[config.mk]
export PLATFORM = sky130hd
export DESIGN_NAME = div_unit
export DESIGN_NICKNAME = d
export VERILOG_FILES = /design/src/rtl/div_unit_pkg.sv /design/src/rtl/div_step.sv /design/src/rtl/div_unit.sv
export SDC_FILE = /design/constraint.sdc
export NUM_CORES = 1
export LEC_CHECK = 0
export CAP_MARGIN = 30
export CORE_AREA = 2 2 174 125
export DETAILED_ROUTE_END_ITERATION = 6
export DIE_AREA = 0 0 176 127
export PLACE_DENSITY = 0.84
export SLEW_MARGIN = 15
export SYNTH_ARGS = -nofsm -noshare
export SYNTH_HDL_FRONTEND = slang
export SYNTH_SLANG_ARGS = --single-unit
[constraint.sdc]
create_clock -name clk -period 7.3 [get_ports clk]
set_input_delay 1.46 -clock clk [delete_from_list [all_inputs] [get_ports clk]]
set_output_delay 1.46 -clock clk [all_outputs]
set_load 0.02 [all_outputs]
[src/rtl/div_unit_pkg.sv]
// Shared encodings for the radix-2 restoring divider: FSM states and handshake levels.
package div_unit_pkg;

    localparam int DIV_DATA_W = 32;

    localparam logic DIV_START             = 1'b1;
    localparam logic DIV_STOP              = 1'b0;
    localparam logic DIV_RESULT_READY      = 1'b1;
    localparam logic DIV_RESULT_NOT_READY  = 1'b0;

    typedef enum logic [1:0] {
        DIV_FREE   = 2'd0,
        DIV_BYZERO = 2'd1,
        DIV_ON     = 2'd2,
        DIV_END    = 2'd3
    } div_state_t;

endpackage

[src/rtl/div_step.sv]
// One combinational restoring iteration: shift {rem,q} left, trial-subtract divisor, restore on borrow.
// Latency: combinational. Backpressure: none (pure function of inputs).
module div_step #(
    parameter int DATA_W = 32
) (
    input  logic [2*DATA_W-1:0] i_remq,
    input  logic [DATA_W-1:0]   i_divisor,
    output logic [2*DATA_W-1:0] o_remq
);

    logic [DATA_W:0]   w_hi;
    logic [DATA_W:0]   w_diff;
    logic [DATA_W-2:0] w_q_shift;

    // Upper DATA_W+1 bits of the shifted pair; the extra bit keeps the trial subtract exact.
    assign w_hi      = i_remq[2*DATA_W-1:DATA_W-1];
    assign w_q_shift = i_remq[DATA_W-2:0];
    assign w_diff    = w_hi - {1'b0, i_divisor};

    always_comb begin
        if (w_diff[DATA_W] == 1'b0) begin
            o_remq = {w_diff[DATA_W-1:0], w_q_shift, 1'b1};
        end else begin
            o_remq = {w_hi[DATA_W-1:0], w_q_shift, 1'b0};
        end
    end

endmodule

[src/rtl/div_unit.sv]
// Multi-cycle signed/unsigned restoring divider answering the EX-stage start/ready handshake.
// Latency: ready_o high 33 cycles after start (2 for divide-by-zero); start_i low aborts, holds END while high.
// Optional DIV_ANNUL_EN adds annul_i, which flushes to FREE from any state.
module div_unit
    import div_unit_pkg::*;
#(
    parameter int DATA_W = DIV_DATA_W
) (
    input  logic                clk,
    input  logic                rst,
    input  logic                signed_div_i,
    input  logic [DATA_W-1:0]   opdata1_i,
    input  logic [DATA_W-1:0]   opdata2_i,
    input  logic                start_i,
`ifdef DIV_ANNUL_EN
    input  logic                annul_i,
`endif
    output logic [2*DATA_W-1:0] result_o,
    output logic                ready_o
);

    localparam int CNT_W = $clog2(DATA_W) + 1;

    div_state_t          r_state, w_state_nxt;
    logic [CNT_W-1:0]    r_cnt;
    logic [2*DATA_W-1:0] r_remq, w_step;
    logic [DATA_W-1:0]   r_divisor;
    logic                r_neg_q, r_neg_r;
    logic                r_ready, w_ready_nxt;
    logic [2*DATA_W-1:0] r_result, w_result_nxt;
    logic                w_start, w_annul, w_last;
    logic [DATA_W-1:0]   w_mag1, w_mag2, w_q_fix, w_r_fix;

    assign w_start = (start_i == DIV_START);
`ifdef DIV_ANNUL_EN
    assign w_annul = annul_i;
`else
    assign w_annul = 1'b0;
`endif

    assign w_mag1 = (signed_div_i && opdata1_i[DATA_W-1]) ? -opdata1_i : opdata1_i;
    assign w_mag2 = (signed_div_i && opdata2_i[DATA_W-1]) ? -opdata2_i : opdata2_i;
    assign w_last = (r_cnt == CNT_W'(DATA_W - 1));

    div_step #(.DATA_W(DATA_W)) u_step (
        .i_remq    (r_remq),
        .i_divisor (r_divisor),
        .o_remq    (w_step)
    );

    // Sign fix-up applied to the final step's output; negating 0x80000000 wraps by design.
    assign w_q_fix = r_neg_q ? -w_step[DATA_W-1:0]        : w_step[DATA_W-1:0];
    assign w_r_fix = r_neg_r ? -w_step[2*DATA_W-1:DATA_W] : w_step[2*DATA_W-1:DATA_W];

    always_comb begin
        w_state_nxt  = r_state;
        w_ready_nxt  = r_ready;
        w_result_nxt = r_result;
        if (w_annul) begin
            w_state_nxt  = DIV_FREE;
            w_ready_nxt  = DIV_RESULT_NOT_READY;
            w_result_nxt = '0;
        end else begin
            case (r_state)
                DIV_FREE: begin
                    if (w_start) begin
                        w_state_nxt = (opdata2_i == '0) ? DIV_BYZERO : DIV_ON;
                    end
                end
                DIV_BYZERO: begin
                    if (!w_start) begin
                        w_state_nxt = DIV_FREE;
                    end else begin
                        w_state_nxt  = DIV_END;
                        w_ready_nxt  = DIV_RESULT_READY;
                        w_result_nxt = '0;
                    end
                end
                DIV_ON: begin
                    if (!w_start) begin
                        w_state_nxt = DIV_FREE;
                    end else if (w_last) begin
                        w_state_nxt  = DIV_END;
                        w_ready_nxt  = DIV_RESULT_READY;
                        w_result_nxt = {w_r_fix, w_q_fix};
                    end
                end
                DIV_END: begin
                    if (!w_start) begin
                        w_state_nxt  = DIV_FREE;
                        w_ready_nxt  = DIV_RESULT_NOT_READY;
                        w_result_nxt = '0;
                    end
                end
                default: begin
                    w_state_nxt  = DIV_FREE;
                    w_ready_nxt  = DIV_RESULT_NOT_READY;
                    w_result_nxt = '0;
                end
            endcase
        end
    end

    always_ff @(posedge clk or posedge rst) begin
        if (rst) begin
            r_state   <= DIV_FREE;
            r_ready   <= DIV_RESULT_NOT_READY;
            r_result  <= '0;
            r_cnt     <= '0;
            r_remq    <= '0;
            r_divisor <= '0;
            r_neg_q   <= 1'b0;
            r_neg_r   <= 1'b0;
        end else begin
            r_state  <= w_state_nxt;
            r_ready  <= w_ready_nxt;
            r_result <= w_result_nxt;
            // Operands are captured only on acceptance; later input changes cannot disturb the op.
            if (r_state == DIV_FREE && w_state_nxt == DIV_ON) begin
                r_remq    <= {{DATA_W{1'b0}}, w_mag1};
                r_divisor <= w_mag2;
                r_neg_q   <= signed_div_i & (opdata1_i[DATA_W-1] ^ opdata2_i[DATA_W-1]);
                r_neg_r   <= signed_div_i & opdata1_i[DATA_W-1];
                r_cnt     <= '0;
            end else if (r_state == DIV_ON) begin
                r_remq <= w_step;
                r_cnt  <= r_cnt + CNT_W'(1);
            end
        end
    end

    assign ready_o  = r_ready;
    assign result_o = r_result;

endmodule

==> flow_summary.yaml <==
status:
  status: "finished, final reports clean"
power_and_ir_drop:
  p_clk_frac: 0.173
  ir_drop_uv: 220
  leakagePower_nw: 5.84
  combPwrFrac: 0.572
  power.switching_mw: 2.73
  powerDensity_mw_per_mm2: 400
  seq_power_share: 0.255
  p_sw_frac: 0.492
  p_int_mw: 2.82
clock_tree:
  ctsHoldBuffers: 0
  numCtsBuffers: 17
  clkLatencyLatePin_ns: 0.46
  postCtsSetupBuffers: 0
  clock_path_buffers: 2
  cts_resized: 0
  cts_sinks: 171
  cts_tree: "built"
  cts_root_buf: "clkbuf_16"
  clk_pin_slew_worst_paths_ns: 0.08
  htree_levels: 4
worst_setup_path:
  crit_required_ns: 7.60
  cp_max_fo: 9
  worst_ep_arrival_time_ns: 5.66
  cp-end-kind: "flip-flop"
  start_kind: "flip-flop"
  worstSetupPathType: "flip-flop to flip-flop"
logic_synthesis:
  ys_seq_area_frac: 0.363
  ys.warnings.count: 0
  ys_async_sr_fraction: 1.00
  synth_area_per_cell_um2: 8.36
  synth_cell_type_count: 80
  syn-num-nets: 1515
  synth_top_flop_cell: "dfrtp_1"
  mappedNetlistArea_mm2: 0.0118
  syn_inst: 1409
  synth_edf_count: 0
  ys_seq_elements: 171
detailed_routing:
  drt_iter0_drc: 1224
  vias: 11095
  vias_per_cell: 6.23
  drc: 0
  ant_nets: 0
  wire_per_inst_um: 19.1
  first_pass_iters: 6
  routed_wl_um: 34000
grt:
  met2_usage: 0.397
  antenna_found_initial: 0
  track_usage: 0.308
  grt_pass1_wl_um: 54300
  grt_busiest_layer: "met1"
  use_met3: 0.107
  grt_pass1_vias: 10086
  gr-total-overflow: 0
  grtUsageMet1: 0.485
  grt_max_degree: 76
timing:
  finalHoldViolations: 0
  fin_setup_tns_ns: 0
  finClkSkew_ns: 0.0201
  tightest_slew_ns: 0.948
  fin_crit_sh: 0.734
  fin_crit_ns: 5.36
  fmaxAchievable_mhz: 187
  drv_slew: 0
  slew_headroom: 0.368
  rsz0062_at_grt: "no"
  setup_viol: 0
final_layout:
  drive_above_1_share: 0.0551
  area_delta_synth_final_pct: 18.0
  ff_latch_area_mm2: 0.00428
  layout.nets: 1599
  final_cells: 1782
  fill_cells: 1616
  final_cell_mix: "nand2_1, o21ai_0, dfrtp_1"
  final_common_cell: "nand2_1"
  n_antenna_cell: 0
  multiInputGateArea_mm2: 0.00697
place:
  dpl.hpwl_um: 25400
  port_buffers: 132
  placed_cells: 1748
  gp_congestion: 0.957
floorplanning:
  die_h_um: 127
  die_area_mm2: 0.0224
  dieWidth_um: 176
  coreArea_mm2: 0.0205
  rows: 44
  start_util: 0.573
  ios: 133
run:
  maxCapViolations: 0
worst_hold_path:
  worstHoldPathType: "flip-flop to flip-flop"
critical path, stage by stage, from the launching register on:
cell,delay (ns)
dfrtp_1,0.44
inv_1,0.15
ha_1,0.19
inv_1,0.06
fa_1,0.45
a211oi_4,0.31
nor3_1,0.12
o21ai_1,0.26
a211oi_1,0.14
o31ai_2,0.41
xnor2_4,0.19
inv_2,0.10
ha_1,0.18
nand2_1,0.11
or4_1,0.55
or2_2,0.37
nand2b_1,0.17
or2_2,0.32
o41ai_1,0.37
xor2_1,0.19
o21ai_0,0.11
power groups by stage:
stage | Combinational (mW) | Sequential, mW | Clock, mW
after floorplan | 2.30 | 1.35 | 0
after global placement | 2.99 | 1.40 | 0
after detailed placement | 3.07 | 1.41 | 0
after CTS | 3.10 | 1.39 | 0.971
after global routing | 3.45 | 1.43 | 1.01
final | 3.18 | 1.42 | 0.962
synth_stat cells (27+ instances only):
master | number | area, µm²
xnor2_1 | 62 | 543
xor2_1 | 86 | 753
o21ai_0 | 183 | 916
o31ai_1 | 27 | 203
inv_1 | 56 | 210
nand3_1 | 42 | 210
nor2_1 | 96 | 360
a21oi_1 | 65 | 325
ha_1 | 37 | 463
clkbuf_1 | 61 | 229
nand2_1 | 192 | 721
dfrtp_1 | 171 | 4280
nor3_1 | 34 | 170
layer usage:
layer / vias up / wire (µm)
li1: 5211 / -
met1: 5203 / 15900
met2: 636 / 13000
met3: 45 / 4620
met4: 0 / 432
met5: - / 0
stage by stage:
stage                     instance area [µm²]  utilization  setup WS, ns  power, mW  hold slack (ns)
after floorplan                         11800            -          1.21       3.64            0.450
after global placement                  13200        0.643          1.79       4.39            0.461
after detailed placement                13200        0.644          1.82       4.48            0.470
after CTS                               13900        0.675          2.00       5.46            0.486
after global routing                    13900        0.677          1.74       5.89            0.504
final                                   13900        0.677          1.94       5.56            0.479
worst paths after layout:
| check | slack [ns] | depth (start not counted) | to | from |
|---|---|---|---|---|
| min in group asynchronous | 1.47 | 2 | result_o[18] | rst |
| max in group asynchronous | 4.62 | 3 | r_divisor[11] | rst |
| hold reg to reg | 0.48 | 2 | result_o[45] | result_o[45] |
| setup reg to reg | 1.94 | 20 | result_o[30] | r_remq[31] |
| setup / recovery | 1.94 | 20 | result_o[30] | r_remq[31] |
| hold / removal | 0.48 | 2 | result_o[45] | result_o[45] |
cell type report:
| class | instances | area share |
|---|---|---|
| well taps | 276 | 0.0249 |
| multi-input cells | 1101 | 0.502 |
| inverters | 57 | 0.0158 |
| flip-flops and latches | 171 | 0.308 |
| repair buffers | 145 | 0.104 |
| clock inverters | 15 | 0.0145 |
| clock buffers | 17 | 0.0306 |
cells by family after synthesis:
logic type	Yosys count	share of synthesized area
mux	26	0.0222
fa+ha+maj	39	0.0419
buf+inv	137	0.0476
compound gates	410	0.222
flops	171	0.363
simple gates	477	0.192
xor+xnor	149	0.111
flip-flops by register name (all words and copies together) (netlist names):
signal     flops
r_cnt          6
r_divisor     32
r_neg_q        1
r_neg_r        1
r_remq        64
r_state        2
ready_o        1
result_o      64
(Power assumes the default switching activity.)
